$ cat src/rtl/score_hex_display.sv
// score_hex_display: snapshots four 5-bit values, converts each to two BCD
// digits with a shared shift-add-3 engine, and drives eight active-low
// 7-segment displays. All displays are updated together in a single cycle.
module score_hex_display #(
    parameter int REFRESH_PERIOD     = 0,
    parameter bit BLANK_LEADING_ZERO = 1'b0
) (
    input  logic       Clock,
    input  logic       reset,
    input  logic       start,
    input  logic [4:0] in1,
    input  logic [4:0] in2,
    input  logic [4:0] in3,
    input  logic [4:0] in4,
    output logic [6:0] HEX7,
    output logic [6:0] HEX6,
    output logic [6:0] HEX5,
    output logic [6:0] HEX4,
    output logic [6:0] HEX3,
    output logic [6:0] HEX2,
    output logic [6:0] HEX1,
    output logic [6:0] HEX0,
    output logic       busy,
    output logic       done
);

    typedef enum logic [2:0] {
        IDLE,
        CAPTURE,
        LOAD,
        SHIFT,
        STORE,
        COMMIT
    } state_t;

    localparam logic [6:0] SEG_BLANK = 7'b1111111;

    // Refresh counter sized to hold 0..REFRESH_PERIOD-1; a single bit when unused.
    localparam int CNT_W = (REFRESH_PERIOD > 1) ? $clog2(REFRESH_PERIOD) : 1;
    localparam logic [CNT_W-1:0] REFRESH_LAST =
        CNT_W'((REFRESH_PERIOD > 0) ? REFRESH_PERIOD - 1 : 0);

    state_t           state;
    state_t           next_state;
    logic [CNT_W-1:0] refresh_cnt;
    logic             auto_fire;
    logic             trigger;
    logic [4:0]       snap [4];
    logic [5:0]       digits [4];
    logic [1:0]       channel;
    logic [4:0]       shift_reg;
    logic [1:0]       tens;
    logic [3:0]       ones;
    logic [3:0]       ones_adj;
    logic [2:0]       bit_cnt;

    // Decode one BCD digit to active-low segments {g,f,e,d,c,b,a}; non-digits go blank.
    function automatic logic [6:0] seg7(input logic [3:0] d);
        case (d)
            4'd0:    return 7'b1000000;
            4'd1:    return 7'b1111001;
            4'd2:    return 7'b0100100;
            4'd3:    return 7'b0110000;
            4'd4:    return 7'b0011001;
            4'd5:    return 7'b0010010;
            4'd6:    return 7'b0000010;
            4'd7:    return 7'b1111000;
            4'd8:    return 7'b0000000;
            4'd9:    return 7'b0010000;
            default: return SEG_BLANK;
        endcase
    endfunction

    // Tens digit decode, optionally suppressing a leading zero.
    function automatic logic [6:0] tens_seg(input logic [1:0] t);
        if (BLANK_LEADING_ZERO && (t == 2'd0)) begin
            return SEG_BLANK;
        end
        return seg7({2'b00, t});
    endfunction

    assign auto_fire = (REFRESH_PERIOD != 0) && (refresh_cnt == REFRESH_LAST);
    assign trigger   = start | auto_fire;
    assign ones_adj  = (ones >= 4'd5) ? (ones + 4'd3) : ones;

    // Free-running refresh counter; keeps counting regardless of FSM state.
    always_ff @(posedge Clock) begin
        if (reset) begin
            refresh_cnt <= '0;
        end else if (REFRESH_PERIOD == 0) begin
            refresh_cnt <= '0;
        end else if (refresh_cnt == REFRESH_LAST) begin
            refresh_cnt <= '0;
        end else begin
            refresh_cnt <= refresh_cnt + 1'b1;
        end
    end

    // FSM state register.
    always_ff @(posedge Clock) begin
        if (reset) begin
            state <= IDLE;
        end else begin
            state <= next_state;
        end
    end

    // Next-state logic: capture, then four LOAD/SHIFT/STORE passes, then commit.
    always_comb begin
        next_state = state;
        case (state)
            IDLE:    if (trigger) next_state = CAPTURE;
            CAPTURE: next_state = LOAD;
            LOAD:    next_state = SHIFT;
            SHIFT:   if (bit_cnt == 3'd4) next_state = STORE;
            STORE:   next_state = (channel == 2'd3) ? COMMIT : LOAD;
            COMMIT:  next_state = IDLE;
            default: next_state = IDLE;
        endcase
    end

    // Datapath: snapshot, double-dabble conversion, digit buffer and display registers.
    always_ff @(posedge Clock) begin
        if (reset) begin
            for (int i = 0; i < 4; i++) begin
                snap[i]   <= '0;
                digits[i] <= '0;
            end
            channel   <= '0;
            shift_reg <= '0;
            tens      <= '0;
            ones      <= '0;
            bit_cnt   <= '0;
            HEX7      <= SEG_BLANK;
            HEX6      <= SEG_BLANK;
            HEX5      <= SEG_BLANK;
            HEX4      <= SEG_BLANK;
            HEX3      <= SEG_BLANK;
            HEX2      <= SEG_BLANK;
            HEX1      <= SEG_BLANK;
            HEX0      <= SEG_BLANK;
            busy      <= 1'b0;
            done      <= 1'b0;
        end else begin
            done <= (state == COMMIT);
            busy <= (state != IDLE) && (state != COMMIT);
            case (state)
                CAPTURE: begin
                    snap[0] <= in1;
                    snap[1] <= in2;
                    snap[2] <= in3;
                    snap[3] <= in4;
                    channel <= '0;
                end
                LOAD: begin
                    shift_reg <= snap[channel];
                    tens      <= '0;
                    ones      <= '0;
                    bit_cnt   <= '0;
                end
                SHIFT: begin
                    tens      <= {tens[0], ones_adj[3]};
                    ones      <= {ones_adj[2:0], shift_reg[4]};
                    shift_reg <= {shift_reg[3:0], 1'b0};
                    bit_cnt   <= bit_cnt + 3'd1;
                end
                STORE: begin
                    digits[channel] <= {tens, ones};
                    if (channel != 2'd3) begin
                        channel <= channel + 2'd1;
                    end
                end
                COMMIT: begin
                    HEX7 <= tens_seg(digits[0][5:4]);
                    HEX6 <= seg7(digits[0][3:0]);
                    HEX5 <= tens_seg(digits[1][5:4]);
                    HEX4 <= seg7(digits[1][3:0]);
                    HEX3 <= tens_seg(digits[2][5:4]);
                    HEX2 <= seg7(digits[2][3:0]);
                    HEX1 <= tens_seg(digits[3][5:4]);
                    HEX0 <= seg7(digits[3][3:0]);
                end
                default: ;
            endcase
        end
    end

endmodule

$ cat config.mk
export PLATFORM = sky130hd
export DESIGN_NAME = score_hex_display
export DESIGN_NICKNAME = d
export VERILOG_FILES = /design/src/rtl/score_hex_display.sv
export SDC_FILE = /design/constraint.sdc
export NUM_CORES = 1
export LEC_CHECK = 0
export BUFFER_PORTS_ARGS = -buffer_cell sky130_fd_sc_hd__buf_2
export CAP_MARGIN = 20
export CELL_PAD_IN_SITES_DETAIL_PLACEMENT = 1
export CELL_PAD_IN_SITES_GLOBAL_PLACEMENT = 2
export CORE_MARGIN = 2
export CORE_UTILIZATION = 25
export DETAILED_ROUTE_END_ITERATION = 10
export PLACE_DENSITY = 0.69
export SLEW_MARGIN = 20
export SYNTH_ARGS = -nofsm -noshare
export SYNTH_HDL_FRONTEND = slang
export SYNTH_SLANG_ARGS = --single-unit
export TNS_END_PERCENT = 1
$ cat constraint.sdc
create_clock -name Clock -period 6.9 [get_ports Clock]
set_input_delay 0 -clock Clock [delete_from_list [all_inputs] [get_ports Clock]]
set_output_delay 0 -clock Clock [all_outputs]
set_load 0.02 [all_outputs]
==> results.json <==
{
  "critPathLaunch": "state[0]",
  "synth-seq-area-share_pct": 52.21,
  "grt_overflow_total": 0,
  "ys_ff_latch": 116,
  "syn_area_mm2": 0.005291,
  "hold_depth": 5,
  "fin_ws_ps": 4651,
  "fin_cells": 903,
  "largest_register_ff_count": 24,
  "synthArstFlopShare_pct": 0,
  "worst_slew_pin_slew_ps": 902.2,
  "core_area_mm2": 0.02089,
  "min_path_type": "in -> reg",
  "vias_per_cell": 4.557,
  "grt_pass1_wl_mm": 21.09,
  "clk_latency_ps": 410,
  "cts.sinks": 116,
  "areaGrowthSynthToFinish_pct": 26.11,
  "yosysWarnings": 0,
  "crit_type": "reg -> reg",
  "seqPwrFrac_pct": 43.4,
  "fin_tns_setup_ps": 0,
  "final_cell_mix": "80 x buf_2, 72 x dfxtp_1, 45 x o21ai_0",
  "postSynthCellCount": 531,
  "critPathLaunchType": "flop",
  "synthTopCellsByArea": "dfxtp_1 27%, edfxtp_1 25%, ha_1 5.9%, and2_1 4.4%, o21ai_0 4.4%",
  "die-area_mm2": 0.02234,
  "p_int_mw": 1.355,
  "avgRoutedWirePerCell_um": 14.57,
  "relSlewSlack_pct": 39.52,
  "drive_gt1_share_pct": 20.22,
  "cts_tree": "yes",
  "synth_top_area_cell": "dfxtp_1",
  "cts_hold_buf": 20,
  "pre_cts_slack_ps": 4625,
  "rr_worst_depth": 3,
  "crit_path_end_kind": "flop",
  "dp_hpwl_mm": 8.886,
  "drc_errors": 0,
  "cts_resized": 0,
  "leakagePower_nw": 2.634,
  "comb_power_share_pct": 4.7,
  "hold_violations": 0,
  "final_core_util_pct": 31.94,
  "synth-edff-count": 44,
  "r2r-start": "state[0]",
  "pin_count": 81,
  "holdWs_ps": 124.8,
  "fin_crit_ps": 2249,
  "top_register": "digits",
  "hp-start": "start",
  "grt_max_degree": 74,
  "required_ps": 7180,
  "synth_area_per_cell_um2": 9.965,
  "status": "finished, final reports clean",
  "gp_congestion": 0.7741,
  "cts_root_buf": "clkbuf_16",
  "htree_levels": 4,
  "routed_wl_mm": 13.16,
  "power.share.clock_pct": 51.8,
  "start_util_pct": 25.33,
  "antenna_cells": 0,
  "synth_nets": 579,
  "p_sw_share_pct": 21.62,
  "rsz0062_at_grt": "no",
  "die_x_um": 149.5,
  "fmax_mhz": 444.6,
  "yosysTopAreaCellShare_pct": 27.24,
  "drt-initial-drc-count": 111,
  "fin_nets": 663,
  "grt_pass1_vias": 4155,
  "ant_nets": 0,
  "die_y_um": 149.5,
  "antenna_found_initial": 0,
  "post_cts_buffers": 0,
  "clk_pin_slew_worst_paths_ps": 50,
  "final_common_cell": "buf_2",
  "cellPowerDensity_mw_per_mm2": 259.1,
  "cts-buffers-inserted": 17,
  "synth_flop_cell": "dfxtp_1",
  "rows": 53,
  "vdd_drop_max_mv": 0.1678,
  "setup_violations": 0,
  "clk_path_buf_depth": 2,
  "cp.arrival_ps": 2530,
  "port_buffers": 80,
  "grt_util_all_layers_pct": 12.17,
  "power.switching_uw": 373.7,
  "period_share_pct": 32.60,
  "vias": 4115,
  "synth_cell_types": 53,
  "post-place-cells": 851,
  "largestRegisters": "digits: 24 flops, snap: 20 flops",
  "final_max_slew_viol_count": 0,
  "max-cap-violations": 0,
  "fin_skew_ps": 3.802,
  "cp_max_fo": 24,
  "first_pass_iters": 4
}
-- final cells by class --
cell class              count  area [um^2]
inverters                  25        93.84
well taps                 275        344.1
repair buffers            105        638.1
fillers                  2402        14220
clock buffers              24        513.0
multi-input cells         350         2227
clock inverters             8        93.84
flip-flops and latches    116         2763
-- cell usage after synthesis (7+ instances only) --
cell type and n:
a21oi_1 39, and2_1 37, and3_1 7, buf_2 17
buf_4 9, clkbuf_1 12, dfxtp_1 72, edfxtp_1 44
ha_1 25, inv_1 24, mux2i_1 11, nand2_1 39
nand3_1 7, nor2_1 40, nor3_1 10, o211ai_1 8
o21ai_0 46, o22ai_1 9
-- metal layers --
layer	GRT usage (%)	wire length [um]	up-vias	share of wire [%]
met3	3.354	520	14	4.0
li1	-	-	2034	-
met2	20.57	6340	82	48
met1	14.75	6096	1985	46
met5	0	0	-	0
met4	4.571	198	0	1.5
-- critical path, cell delays in order (launching register included) --
cell	delay (ps)
dfxtp_1	830
nand2b_1	290
nor3_2	750
and2_1	240
-- kinds of logic (layout without fill, tap and decap cells) --
group | after synthesis | in the layout | synth area share (%)
AO/OA/AOI/OAI | 139 | 139 | 16.01
XOR/XNOR | 3 | 3 | 0.4967
adder cells (fa/ha/maj) | 25 | 25 | 5.912
buffers and inverters | 65 | 162 | 5.793
flip-flops | 116 | 116 | 52.21
multiplexers | 12 | 12 | 2.507
AND/OR/NAND/NOR | 171 | 171 | 17.07
-- per-stage QoR --
step                power [mW]  area [um^2]
floorplan               0.8125         5291
global placement        0.8347         5861
detailed placement      0.8389         5866
CTS                      1.753         6673
global route             1.798         6673
finish                   1.729         6673
-- worst paths after layout --
kind | endpoint | slack, ps
max | snap[3][2] | 4650
min | state[0] | 120
max reg2reg | snap[3][2] | 4650
min reg2reg | HEX6[3] | 460
-- power groups by stage --
stage	Combinational [mW]	Sequential [mW]	Clock [mW]
after CTS	0.0826	0.751	0.920
after global placement	0.0712	0.764	0
after detailed placement	0.0736	0.765	0
final	0.0820	0.751	0.896
after global routing	0.0931	0.754	0.951
after floorplan	0.0575	0.755	0
(Power assumes the default switching activity.)
